--- config.mk ---
export PLATFORM = sky130hd
export DESIGN_NAME = dcp_defogging
export DESIGN_NICKNAME = d
export VERILOG_FILES = /design/src/rtl/dcp_pkg.sv /design/src/rtl/dcp_channel_recover.sv /design/src/rtl/dcp_defogging.sv
export SDC_FILE = /design/constraint.sdc
export NUM_CORES = 1
export LEC_CHECK = 0
export BUFFER_PORTS_ARGS = -buffer_cell sky130_fd_sc_hd__buf_2
export CORE_AREA = 3 3 227 229
export CTS_BUF_LIST = sky130_fd_sc_hd__clkbuf_2
export DETAILED_ROUTE_END_ITERATION = 7
export DIE_AREA = 0 0 230 232
export PLACE_DENSITY = 0.59
export SETUP_SLACK_MARGIN = 0.02
export SLEW_MARGIN = 25
export SYNTH_ARGS = -nofsm -noshare
export SYNTH_HDL_FRONTEND = slang
export SYNTH_HIERARCHICAL = 1
export SYNTH_SLANG_ARGS = --single-unit
--- constraint.sdc ---
create_clock -name pixelclk -period 13.3 [get_ports pixelclk]
set_clock_uncertainty 0.1 [all_clocks]
set_input_delay 0.665 -clock pixelclk [delete_from_list [all_inputs] [get_ports pixelclk]]
set_output_delay 0.665 -clock pixelclk [all_outputs]
set_load 0.005 [all_outputs]
--- src/rtl/dcp_pkg.sv ---
// rtl/dcp_pkg.sv - shared constants and reciprocal table builder for the DCP recovery stage
// recip table entry i holds floor(DEVIDER / max(i, T_MIN)), i.e. 255/t in Q4.
package dcp_pkg;

  localparam int DEVIDER = 4080;
  localparam int T_MIN   = 26;
  localparam int FRAC_W  = 4;
  localparam int RECIP_W = 12;
  localparam int PIX_W   = 8;
  localparam int LATENCY = 3;
  localparam int NUM_CH  = 3;
  localparam int PROD_W  = 22;

  typedef logic [255:0][RECIP_W-1:0] recip_lut_t;

  function automatic recip_lut_t build_recip_lut();
    recip_lut_t lut;
    for (int i = 0; i < 256; i++) begin
      int t_eff;
      t_eff  = (i < T_MIN) ? T_MIN : i;
      lut[i] = RECIP_W'(DEVIDER / t_eff);
    end
    return lut;
  endfunction

endpackage

--- src/rtl/dcp_channel_recover.sv ---
// rtl/dcp_channel_recover.sv - stages 2-3 for one colour channel
// prod = diff * recip, then round-half-up, add A back and saturate to a pixel.
module dcp_channel_recover
  import dcp_pkg::*;
(
  input  logic                     pixelclk,
  input  logic                     reset_n,
  input  logic signed [PIX_W:0]    i_diff,
  input  logic [RECIP_W-1:0]       i_recip,
  input  logic [PIX_W-1:0]         i_a,
  output logic [PIX_W-1:0]         o_pix
);

  localparam logic signed [PROD_W-1:0] ROUND_C = PROD_W'(1 << (FRAC_W - 1));

  logic signed [PROD_W-1:0] prod_d, prod_q;
  logic [PIX_W-1:0]         a_d, a_q;
  logic [PIX_W-1:0]         out_d, out_q;

  logic signed [PROD_W-1:0] diff_ext, recip_ext, a_ext, rnd, q, s;

  always_comb begin
    diff_ext  = {{(PROD_W - PIX_W - 1){i_diff[PIX_W]}}, i_diff};
    recip_ext = {{(PROD_W - RECIP_W){1'b0}}, i_recip};
    prod_d    = diff_ext * recip_ext;
    a_d       = i_a;
  end

  always_comb begin
    a_ext = $signed({{(PROD_W - PIX_W){1'b0}}, a_q});
    rnd   = prod_q + ROUND_C;
    q     = rnd >>> FRAC_W;
    s     = q + a_ext;
    out_d = s[PIX_W-1:0];
    if (s[PROD_W-1]) begin
      out_d = '0;
    end else if (|s[PROD_W-2:PIX_W]) begin
      out_d = '1;
    end
  end

  always_ff @(posedge pixelclk) begin
    if (!reset_n) begin
      prod_q <= '0;
      a_q    <= '0;
      out_q  <= '0;
    end else begin
      prod_q <= prod_d;
      a_q    <= a_d;
      out_q  <= out_d;
    end
  end

  assign o_pix = out_q;

endmodule

--- src/rtl/dcp_defogging.sv ---
// rtl/dcp_defogging.sv - DCP recovery J = A + (I - A)/t, fixed 3-cycle pipeline
// Stage 1 (LUT, diffs) lives here; stages 2-3 are per-channel instances.
module dcp_defogging
  import dcp_pkg::*;
(
  input  logic                        pixelclk,
  input  logic                        reset_n,
  input  logic [NUM_CH*PIX_W-1:0]     i_rgb,
  input  logic [PIX_W-1:0]            i_transmittance,
  input  logic [PIX_W-1:0]            i_dark_max,
  input  logic                        i_data_valid,
  output logic [NUM_CH*PIX_W-1:0]     o_defogging,
  output logic                        o_data_valid
);

  localparam recip_lut_t RECIP_LUT = build_recip_lut();

  logic [RECIP_W-1:0]     recip_d, recip_q;
  logic [PIX_W-1:0]       a_d, a_q;
  logic signed [PIX_W:0]  diff_d [NUM_CH];
  logic signed [PIX_W:0]  diff_q [NUM_CH];
  logic [LATENCY-1:0]     valid_d, valid_q;

  // Low table entries already hold the T_MIN reciprocal, so raw t indexes directly.
  always_comb begin
    recip_d = RECIP_LUT[i_transmittance];
    a_d     = i_dark_max;
    for (int ch = 0; ch < NUM_CH; ch++) begin
      diff_d[ch] = $signed({1'b0, i_rgb[ch*PIX_W +: PIX_W]}) - $signed({1'b0, i_dark_max});
    end
    valid_d = {valid_q[LATENCY-2:0], i_data_valid};
  end

  always_ff @(posedge pixelclk) begin
    if (!reset_n) begin
      recip_q <= '0;
      a_q     <= '0;
      valid_q <= '0;
      for (int ch = 0; ch < NUM_CH; ch++) begin
        diff_q[ch] <= '0;
      end
    end else begin
      recip_q <= recip_d;
      a_q     <= a_d;
      valid_q <= valid_d;
      for (int ch = 0; ch < NUM_CH; ch++) begin
        diff_q[ch] <= diff_d[ch];
      end
    end
  end

  for (genvar ch = 0; ch < NUM_CH; ch++) begin : g_ch
    dcp_channel_recover u_recover (
      .pixelclk (pixelclk),
      .reset_n  (reset_n),
      .i_diff   (diff_q[ch]),
      .i_recip  (recip_q),
      .i_a      (a_q),
      .o_pix    (o_defogging[ch*PIX_W +: PIX_W])
    );
  end

  assign o_data_valid = valid_q[LATENCY-1];

endmodule

# Yosys cells after proc, flatten, opt, wreduce, memory -nomap -nowiden
# Memories as Yosys holds them, arrays and structs flattened. A register that Yosys moved wholly into a read port is not among the register bits.
# Index checks and enable logic that the tools add are counted.
# classes
n_addsub,9
muxes,8
n_reduce_logical,7
bitwise,4
mul,3
# op_table
cell,count
$add A22 B5 Y22 const B,3
$mul A9 B13 Y22,3
$add A18 B9 Y19,3
$reduce_or A13 Y1,3
$mux W9,3
$sub A8 B8 Y9,3
$mux W8,3
$reduce_or A2 Y1,3
$or A1 B1 Y1,3
$mux W1,2
$logic_not A1 Y1,1
$not A1 Y1,1
# word_totals
mem_count,2
out_inout_bits,25
regBits,109
ramBits,27
rom_bits,3072
input_bits,43
# mem_list
memory,words,width,rd,rd_clocked_by_memory_dff,write_ports,line_no,text
(no name shown),256,12,1,1,0,dcp_defogging.sv:26,recip_d = RECIP_LUT[i_transmittance];
diff_q,3,9,3,0,3,dcp_defogging.sv:21,logic signed [PIX_W:0] diff_q [NUM_CH];

# Depth between registers and ports, before layout
# Gate-level depths: netlist (run 1).
# depth
word_depth,4
mapped_depth,20
depth_no_buf,19

# Hierarchy
# Netlist (run 1), hierarchy kept.
# by_module_without_submodules
mod,area_per_inst_um2,cells_per_inst,instances
dcp_channel_recover at g_ch[0].u_recover,5604.1,622,1
dcp_channel_recover at g_ch[1].u_recover,5492.8,594,1
dcp_channel_recover at g_ch[2].u_recover,5431.5,597,1
dcp_defogging,3305.7,423,1

# Worst setup path after synthesis (run 1)
# OpenSTA, ideal clock, no wires.
# synth_timing
kind,reg2reg
start,register recip_q[5]
end,register g_ch[1].u_recover.prod_q[21]
arrival_ns,5.226
n_path_buf,0
setup_slack_ns,7.852
required_time_ns,13.078
path_stages_with_launch,18
cell_sequence,dfxtp_1 > nand2_1 > fa_1 > inv_1 > fa_1 > inv_1 > fa_1 > inv_1 > fa_1 > ha_1 > ha_1 > a21o_1 > a21o_1 > a2111oi_1 > o31ai_1 > o41ai_2 > o21ai_1 > a311o_1
# synth_between
elab_chain_cells,1
# synth_lines
item,line_no,text
from (decl),dcp_defogging.sv:18,"logic [RECIP_W-1:0] recip_d, recip_q;"
$mul A9 B13 Y22,dcp_channel_recover.sv:25,prod_d = diff_ext * recip_ext;
to (signal assigned),dcp_channel_recover.sv:48,prod_q <= prod_d;
to (decl),dcp_channel_recover.sv:16,"logic signed [PROD_W-1:0] prod_d, prod_q;"
# No other way between the ends.
# A chain may end at the register's enable or synchronous reset.

# Worst setup path in the final report (run 1)
# layout_timing
start,register recip_q[1]
end,register g_ch[1].u_recover.prod_q[21]
# Same word-level chain as after synthesis.

==> impl_metrics.yaml, run 1 <==
cts:
  cts.sinks: 151
  cts_max_level: 4
  clock_path_buffers: 2
  clkSlewWorstSetupHoldPaths_ns: 0.27
  cts-root-buf: "clkbuf_2"
  cts_buffers: 17
  cts_tree: "done"
  clkLatencyLatePin_ns: 0.88
  postCtsHoldBufs: 19
  cts_setup_buffers: 0
  ctsResizeCount: 0
critical_path:
  criticalPathCategory: "reg -> reg"
  crit_path_end_kind: "flop"
  cp_data_required_time_ns: 13.99
  ff2ff_path_depth: 14
  critical_path.cell_chain: "nand2_1, fa_1, fa_1, inv_1, fa_1, fa_1, fa_1, ha_1, a21o_1, a2111oi_1, o31ai_1, o41ai_2, o21ai_1, a311o_1"
  r2r_start: "recip_q[1]$_SDFF_PN0_"
  worst_ep_arrival_time_ns: 6.68
  r2r_end: "g_ch[1].u_recover/prod_q[21]$_SDFF_PN0_"
  critPathMostFrequentCell: "fa_1"
  cp_max_fo: 24
  start_kind: "flop"
  crit_slowest_cell: "dfxtp_1"
  slowest_delay_ns: 0.94
  reg2reg_slack_ns: 7.31
synthesis:
  ys.flop_type: "dfxtp_1"
  synth-seq-cells: 151
  yosys_warnings: 6
  synth_largest_area_cell: "fa_1"
  yosys.area.top_type_share_pct: 22.1
  ys_seq_area_share_pct: 15.2
  synth_area_leaders: "fa_1 22%, dfxtp_1 15%, ha_1 15%, and2_1 6.7%, nand2_1 4.2%"
  syn-cell-area_um2: 19800
  syn_avg_cell_area_um2: 8.87
  synthArstFlopShare_pct: 0
  yosysMostFrequentCell: "ha_1"
  ys_top_cells_by_count: "239 x ha_1, 223 x nand2_1, 219 x fa_1"
  synth_cell_types: 109
  synth-edff-count: 0
  postSynthCellCount: 2236
timing:
  slew_viol_final: 0
  hold_violations: 0
  fmax_ghz: 0.167
  setup_ws_ns: 7.31
  post-route-period-util_pct: 45.1
  tightest_slew_ns: 0.862
  relSlewSlack_pct: 42.5
  fin_tns_setup_ns: 0
  min_period_ns: 5.99
  finalSetupViolations: 0
  rsz0062_at_grt: "false"
job:
  cap_violations: 0
die:
  io_pins: 68
  die_h_um: 232
  start_util_pct: 39.8
  die-area_um2: 53400
  core_region_area_um2: 49900
  die_w_um: 230
  row_count: 82
power:
  p_per_area_nw_per_um2: 107
  p_leak_nw: 10.5
  finalPower_w: 0.00230
  ir_worst_vdd_mv: 0.0486
routing:
  post-route-drc-count: 0
  first_iter_violations: 834
  drt_wl_total_mm: 46.0
  dr.pass1.iters: 6
  num_vias: 15700
  postRouteAntennaNets: 0
  wire_per_inst_um: 15.0
  vias_per_cell: 5.11
placement:
  place_inst: 3014
  hpwl_mm: 37.1
  dp_slack_ns: 7.26
  portBuffers: 67
  place.gp.congestion: 0.855
  dpl_cell_area_um2: 21100
global_routing:
  globalRouteTotalUtil_pct: 17.7
  antenna_found_initial: 1
  grt_pass1_wl_mm: 78.0
  grt_pass1_vias: 16200
  overflow: 0
  grt_max_degree: 55
finish:
  fin_cells: 3066
  layout-drive-gt1-share_pct: 6.64
  fin_area_um2: 21500
  area_delta_synth_final_pct: 8.53
  finalNetCount: 2881
min_path:
  min_path_cells: 3
  hold_start: "i_dark_max[1]"
  hold_end: "diff_q[0][1]$_SDFF_PN0_"
  hold_path.class: "in -> reg"
outcome:
  outcome: "completed"
[power by group]
part	total [W]	internal (W)	switching (W)
Clock	0.000272	0.0000656	0.000206
Sequential	0.000688	0.000541	0.000147
Combinational	0.00134	0.000607	0.000736
[kinds of logic after synthesis]
logic type,after synthesis,share of synthesized area (%)
flip-flops,151,15.2
AO/OA/AOI/OAI,352,12.6
XOR/XNOR,105,4.67
buffers and inverters,296,6.18
adder cells (fa/ha/maj),459,37.2
multiplexers,8,0.473
other,1,0.0189
AND/OR/NAND/NOR,864,23.6
[per-stage QoR]
step                hold slack, ns  utilization [%]
CTS                        0.00374             43.2
global route                0.0764             43.2
finish                       0.130             43.2
floorplan                    0.312                -
detailed placement           0.329             42.3
global placement             0.325             42.3
[sequential cells by signal (all words and copies together) (netlist names)]
signal / count
g_ch.u_recover/a_q: 24
g_ch.u_recover/o_pix: 24
valid_q: 3
g_ch.u_recover/prod_q: 57
a_q: 8
recip_q: 8
diff_q: 27
[how the worst max path moves through the flow]
| stage | start | end | cells past startpoint |
|---|---|---|---|
| after floorplan | recip_q[5]$_SDFF_PP0_ | g_ch[1].u_recover/prod_q[21]$_SDFF_PN0_ | 17 |
| after global placement | recip_q[1]$_SDFF_PN0_ | g_ch[1].u_recover/prod_q[21]$_SDFF_PN0_ | 14 |
| after detailed placement | recip_q[1]$_SDFF_PN0_ | g_ch[1].u_recover/prod_q[21]$_SDFF_PN0_ | 14 |
| after CTS | recip_q[1]$_SDFF_PN0_ | g_ch[1].u_recover/prod_q[21]$_SDFF_PN0_ | 14 |
| after global routing | recip_q[1]$_SDFF_PN0_ | g_ch[1].u_recover/prod_q[21]$_SDFF_PN0_ | 14 |
| final | recip_q[1]$_SDFF_PN0_ | g_ch[1].u_recover/prod_q[21]$_SDFF_PN0_ | 14 |
[critical path: cells and delay by family, from the launching register on]
kind / cells / cell delay (ns)
adder cells (fa/ha/maj): 6 / 2.93
flip-flops: 1 / 0.94
AO/OA/AOI/OAI: 6 / 1.75
buffers and inverters: 1 / 0.06
AND/OR/NAND/NOR: 1 / 0.17
[cell usage in the layout (no fill, tap or decap), types with 17 or more instances in the layout]
| cell | synthesis | routed |
|---|---|---|
| conb_1 | 1 | 108 |
| fa_1 | 219 | 219 |
| o21a_1 | 17 | 17 |
| a21o_1 | 23 | 23 |
| o21ai_0 | 66 | 66 |
| buf_2 | 10 | 67 |
| xnor2_1 | 64 | 64 |
| xor2_1 | 40 | 40 |
| nand2_1 | 223 | 223 |
| inv_1 | 218 | 218 |
| clkbuf_2 | 0 | 17 |
| nor3_1 | 53 | 53 |
| and2_1 | 212 | 212 |
| nor2_1 | 124 | 124 |
| ha_1 | 239 | 239 |
| a21oi_1 | 66 | 66 |
| nand2b_1 | 28 | 28 |
| nand3_1 | 50 | 50 |
| a31oi_1 | 30 | 30 |
| nand4_1 | 20 | 20 |
| dlygate4sd3_1 | 0 | 19 |
| nor2b_1 | 50 | 50 |
| dfxtp_1 | 151 | 151 |
| o211ai_1 | 20 | 20 |
[routing by layer]
metal | up-vias | global-route usage, % | wire length [um]
met5 | - | 0 | 0
met4 | 0 | 5.77 | 1020
met3 | 60 | 2.02 | 1570
met2 | 303 | 30.9 | 22300
met1 | 7548 | 23.0 | 21100
li1 | 7744 | - | -
[cell type report]
cell class                 instances  area, um^2
timing repair buffer              94         586
multi-input combinational       1896       16000
tap                              672         841
clock buffer                      17        85.1
fill                            5078       28300
clock inverter                    15         175
inverter                         220         827
sequential                       151        3020
antenna                            1        2.50
Note: power is estimated with default switching activity, not from simulation.
==> run 2, diff against run 1 <==
--- a/config.mk
+++ b/config.mk
@@ -5,12 +5,13 @@
 export SDC_FILE = /design/constraint.sdc
 export NUM_CORES = 1
 export LEC_CHECK = 0
+export ABC_AREA = 1
 export BUFFER_PORTS_ARGS = -buffer_cell sky130_fd_sc_hd__buf_2
-export CORE_AREA = 3 3 227 229
+export CORE_AREA = 3 3 230 232
 export CTS_BUF_LIST = sky130_fd_sc_hd__clkbuf_2
 export DETAILED_ROUTE_END_ITERATION = 7
-export DIE_AREA = 0 0 230 232
-export PLACE_DENSITY = 0.59
+export DIE_AREA = 0 0 233 235
+export PLACE_DENSITY = 0.61
 export SETUP_SLACK_MARGIN = 0.02
 export SLEW_MARGIN = 25
 export SYNTH_ARGS = -nofsm -noshare
==> constraint.sdc (replaced) <==
create_clock -name pixelclk -period 5 [get_ports pixelclk]
set_clock_uncertainty 0.1 [all_clocks]
set_input_delay 0.25 -clock pixelclk [delete_from_list [all_inputs] [get_ports pixelclk]]
set_output_delay 0.25 -clock pixelclk [all_outputs]
set_load 0.005 [all_outputs]
==> impl_metrics.yaml, run 2 <==
timing:
  fin_tns_setup_ns: 0
  rsz0062_at_grt: "true"
  min_period_ns: 4.89
  relSlewSlack_pct: 53.2
  slew_viol_final: 0
  tightest_slew_ns: 0.701
  hold_violations: 0
  fmax_ghz: 0.204
  finalSetupViolations: 0
  holdWs_ns: 0.202
  setup_ws_ns: 0.106
  post-route-period-util_pct: 97.9
placement:
  place.gp.congestion: 0.919
  portBuffers: 67
  dpl_cell_area_um2: 21800
  hpwl_mm: 39.3
  dp_slack_ns: -0.108
finish:
  finalNetCount: 3507
  fin_area_um2: 23400
  multi_input_area_um2: 14900
  reg_top3: "g_ch.u_recover/prod_q x57, diff_q x27"
  sequential_cell_area_um2: 3050
  post-route-util_pct: 45.8
  final.fill_count: 5170
  area_delta_synth_final_pct: 15.6
  top_register: "g_ch.u_recover/prod_q"
  layout-drive-gt1-share_pct: 12.5
  mostFrequentLayoutCell: "nand2_1"
  largest_reg_flops: 57
  final_cell_mix: "725 x nand2_1, 552 x inv_1, 233 x ha_1, 214 x fa_1, 163 x nor2_1"
routing:
  drt_wl_total_mm: 48.2
  postRouteAntennaNets: 0
  vias_per_cell: 4.73
  post-route-drc-count: 0
  num_vias: 17500
  wire_per_inst_um: 13.0
  dr.pass1.iters: 5
  first_iter_violations: 924
die:
  start_util_pct: 39.6
  die-area_um2: 54800
  die_h_um: 235
  row_count: 83
  die_w_um: 233
  io_pins: 68
  core_region_area_um2: 51200
critical_path:
  slowest_delay_ns: 0.60
  crit_path_end_kind: "flop"
  path_delay_family: "adder cells"
  start_kind: "flop"
  crit_slowest_cell: "fa_1"
  cp_data_required_time_ns: 5.73
  critical_path.cell_chain: "buf_6, or2_4, fa_1, fa_1, inv_2, fa_1, fa_1, fa_1, ha_4, a21oi_2, and2_4, inv_2, nand2_1, o211ai_1, a21boi_2, o21ai_2, a21oi_2, nand2_1, nand2_1, nor2_1"
  criticalPathCategory: "reg -> reg"
  worst_ep_arrival_time_ns: 5.62
  cp_max_fo: 3
  worst-path-buf-inv: 3
  critPathMostFrequentCell: "fa_1"
synthesis:
  postSynthCellCount: 2796
  syn-cell-area_um2: 20300
  synthArstFlopShare_pct: 0
  synth-edff-count: 0
  ys_seq_area_share_pct: 14.9
  synth_area_leaders: "fa_1 22%, dfxtp_1 15%, ha_1 15%, nand2_1 13%, inv_1 10%"
  synth-seq-cells: 151
  yosys.area.top_type_share_pct: 21.6
  yosysMostFrequentCell: "nand2_1"
  synth_cell_types: 46
  yosys_warnings: 6
  ys.flop_type: "dfxtp_1"
  synth_largest_area_cell: "fa_1"
  syn_avg_cell_area_um2: 7.25
  ys_top_cells_by_count: "726 x nand2_1, 559 x inv_1, 239 x ha_1"
cts:
  clock_path_buffers: 2
  cts_buffers: 17
  cts_tree: "done"
  cts.sinks: 151
  clkSlewWorstSetupHoldPaths_ns: 0.22
  cts-root-buf: "clkbuf_2"
  cts_max_level: 4
  clkLatencyLatePin_ns: 0.91
power:
  p_per_area_nw_per_um2: 259
  p_int_w: 0.00324
  p_sw_w: 0.00282
  power_frac_clock_pct: 12.3
  comb_power_share_pct: 60.9
  p_seq_share_pct: 26.9
  p_leak_nw: 13.6
  ir_worst_vdd_mv: 0.155
  swShare_pct: 46.6
global_routing:
  grt_pass1_wl_mm: 83.2
  overflow: 0
  globalRouteTotalUtil_pct: 18.3
  grt_max_degree: 51
  antenna_found_initial: 3
  grt_pass1_vias: 17600
outcome:
  outcome: "completed"
job:
  cap_violations: 0
min_path:
  hold_path.class: "in -> reg"
[run 2: cell types whose count changed after synthesis, sizes merged, moves of 28 or more]
| cell | previous run | this run |
|---|---|---|
| xnor2 | 64 | 25 |
| and2 | 214 | 5 |
| nand2b | 28 | 0 |
| nor2 | 124 | 213 |
| nor3 | 53 | 18 |
| nor2b | 50 | 0 |
| a21oi | 68 | 149 |
| nand3 | 53 | 127 |
| nand2 | 223 | 760 |
| inv | 218 | 572 |
[run 2: worst paths after layout]
kind	start	end	slack (ns)	cells past startpoint
setup / recovery	recip_q[0]$_SDFF_PN0_	g_ch[2].u_recover/prod_q[19]$_SDFF_PN0_	0.11	20
hold / removal	i_transmittance[5]	recip_q[7]$_SDFF_PP0_	0.20	3
setup reg to reg	recip_q[0]$_SDFF_PN0_	g_ch[2].u_recover/prod_q[19]$_SDFF_PN0_	0.11	20
hold reg to reg	valid_q[1]$_SDFF_PN0_	valid_q[2]$_SDFF_PN0_	0.33	2
[run 2: final cells by class]
cell class | count | share of cell area, %
multi-input combinational | 1997 | 63.8
sequential | 151 | 13.0
timing repair buffer | 267 | 9.26
inverter | 572 | 9.17
tap | 680 | 3.63
clock inverter | 10 | 0.630
clock buffer | 22 | 0.470
antenna | 2 | 0.0214
[run 2: kinds of logic after synthesis]
logic type,after synthesis,synth area share [%]
flip-flops,151,14.9
other,1,0.0185
AO/OA/AOI/OAI,292,7.79
AND/OR/NAND/NOR,1177,25.8
XOR/XNOR,58,2.67
adder cells (fa/ha/maj),458,36.4
buffers and inverters,659,12.5
[run 2: power by group through the flow]
stage | clock network, W | registers [W] | logic, W
6_report | 0.000744 | 0.00163 | 0.00369
5_1_grt | 0.000844 | 0.00166 | 0.00427
4_1_cts | 0.000796 | 0.00163 | 0.00358
3_5_place_dp | 0 | 0.00166 | 0.00343
2_1_floorplan | 0 | 0.00159 | 0.00261
3_3_place_gp | 0 | 0.00165 | 0.00340
[run 2: worst min-delay path: cells and delay by family]
kind | cells | cell delay, ns
buffers and inverters | 2 | 0.81
AND/OR/NAND/NOR | 1 | 0.12
[run 2: repair_timing]
item	in CTS	in global routing
gates cloned	0	1
setup buffers	3	10
pin swaps	8	47
gates resized for setup	14	68
hold buffers	99	0
hold endpoints to repair	139	0
endpoints found under the setup margin	11	26
[run 2: routing by layer]
metal / share of wire [%] / vias to the layer above / GRT usage, %
li1: - / 8995 / -
met1: 48 / 8130 / 25.0
met2: 46 / 342 / 29.8
met3: 4.3 / 56 / 2.79
met4: 1.6 / 0 / 5.21
met5: 0 / - / 0
[run 2: per-stage QoR]
step	cells	total power, W
6_report	3701	0.00606
5_1_grt	3701	0.00678
3_3_place_gp	3554	0.00505
3_5_place_dp	3554	0.00509
2_1_floorplan	2807	0.00420
4_1_cts	3688	0.00600
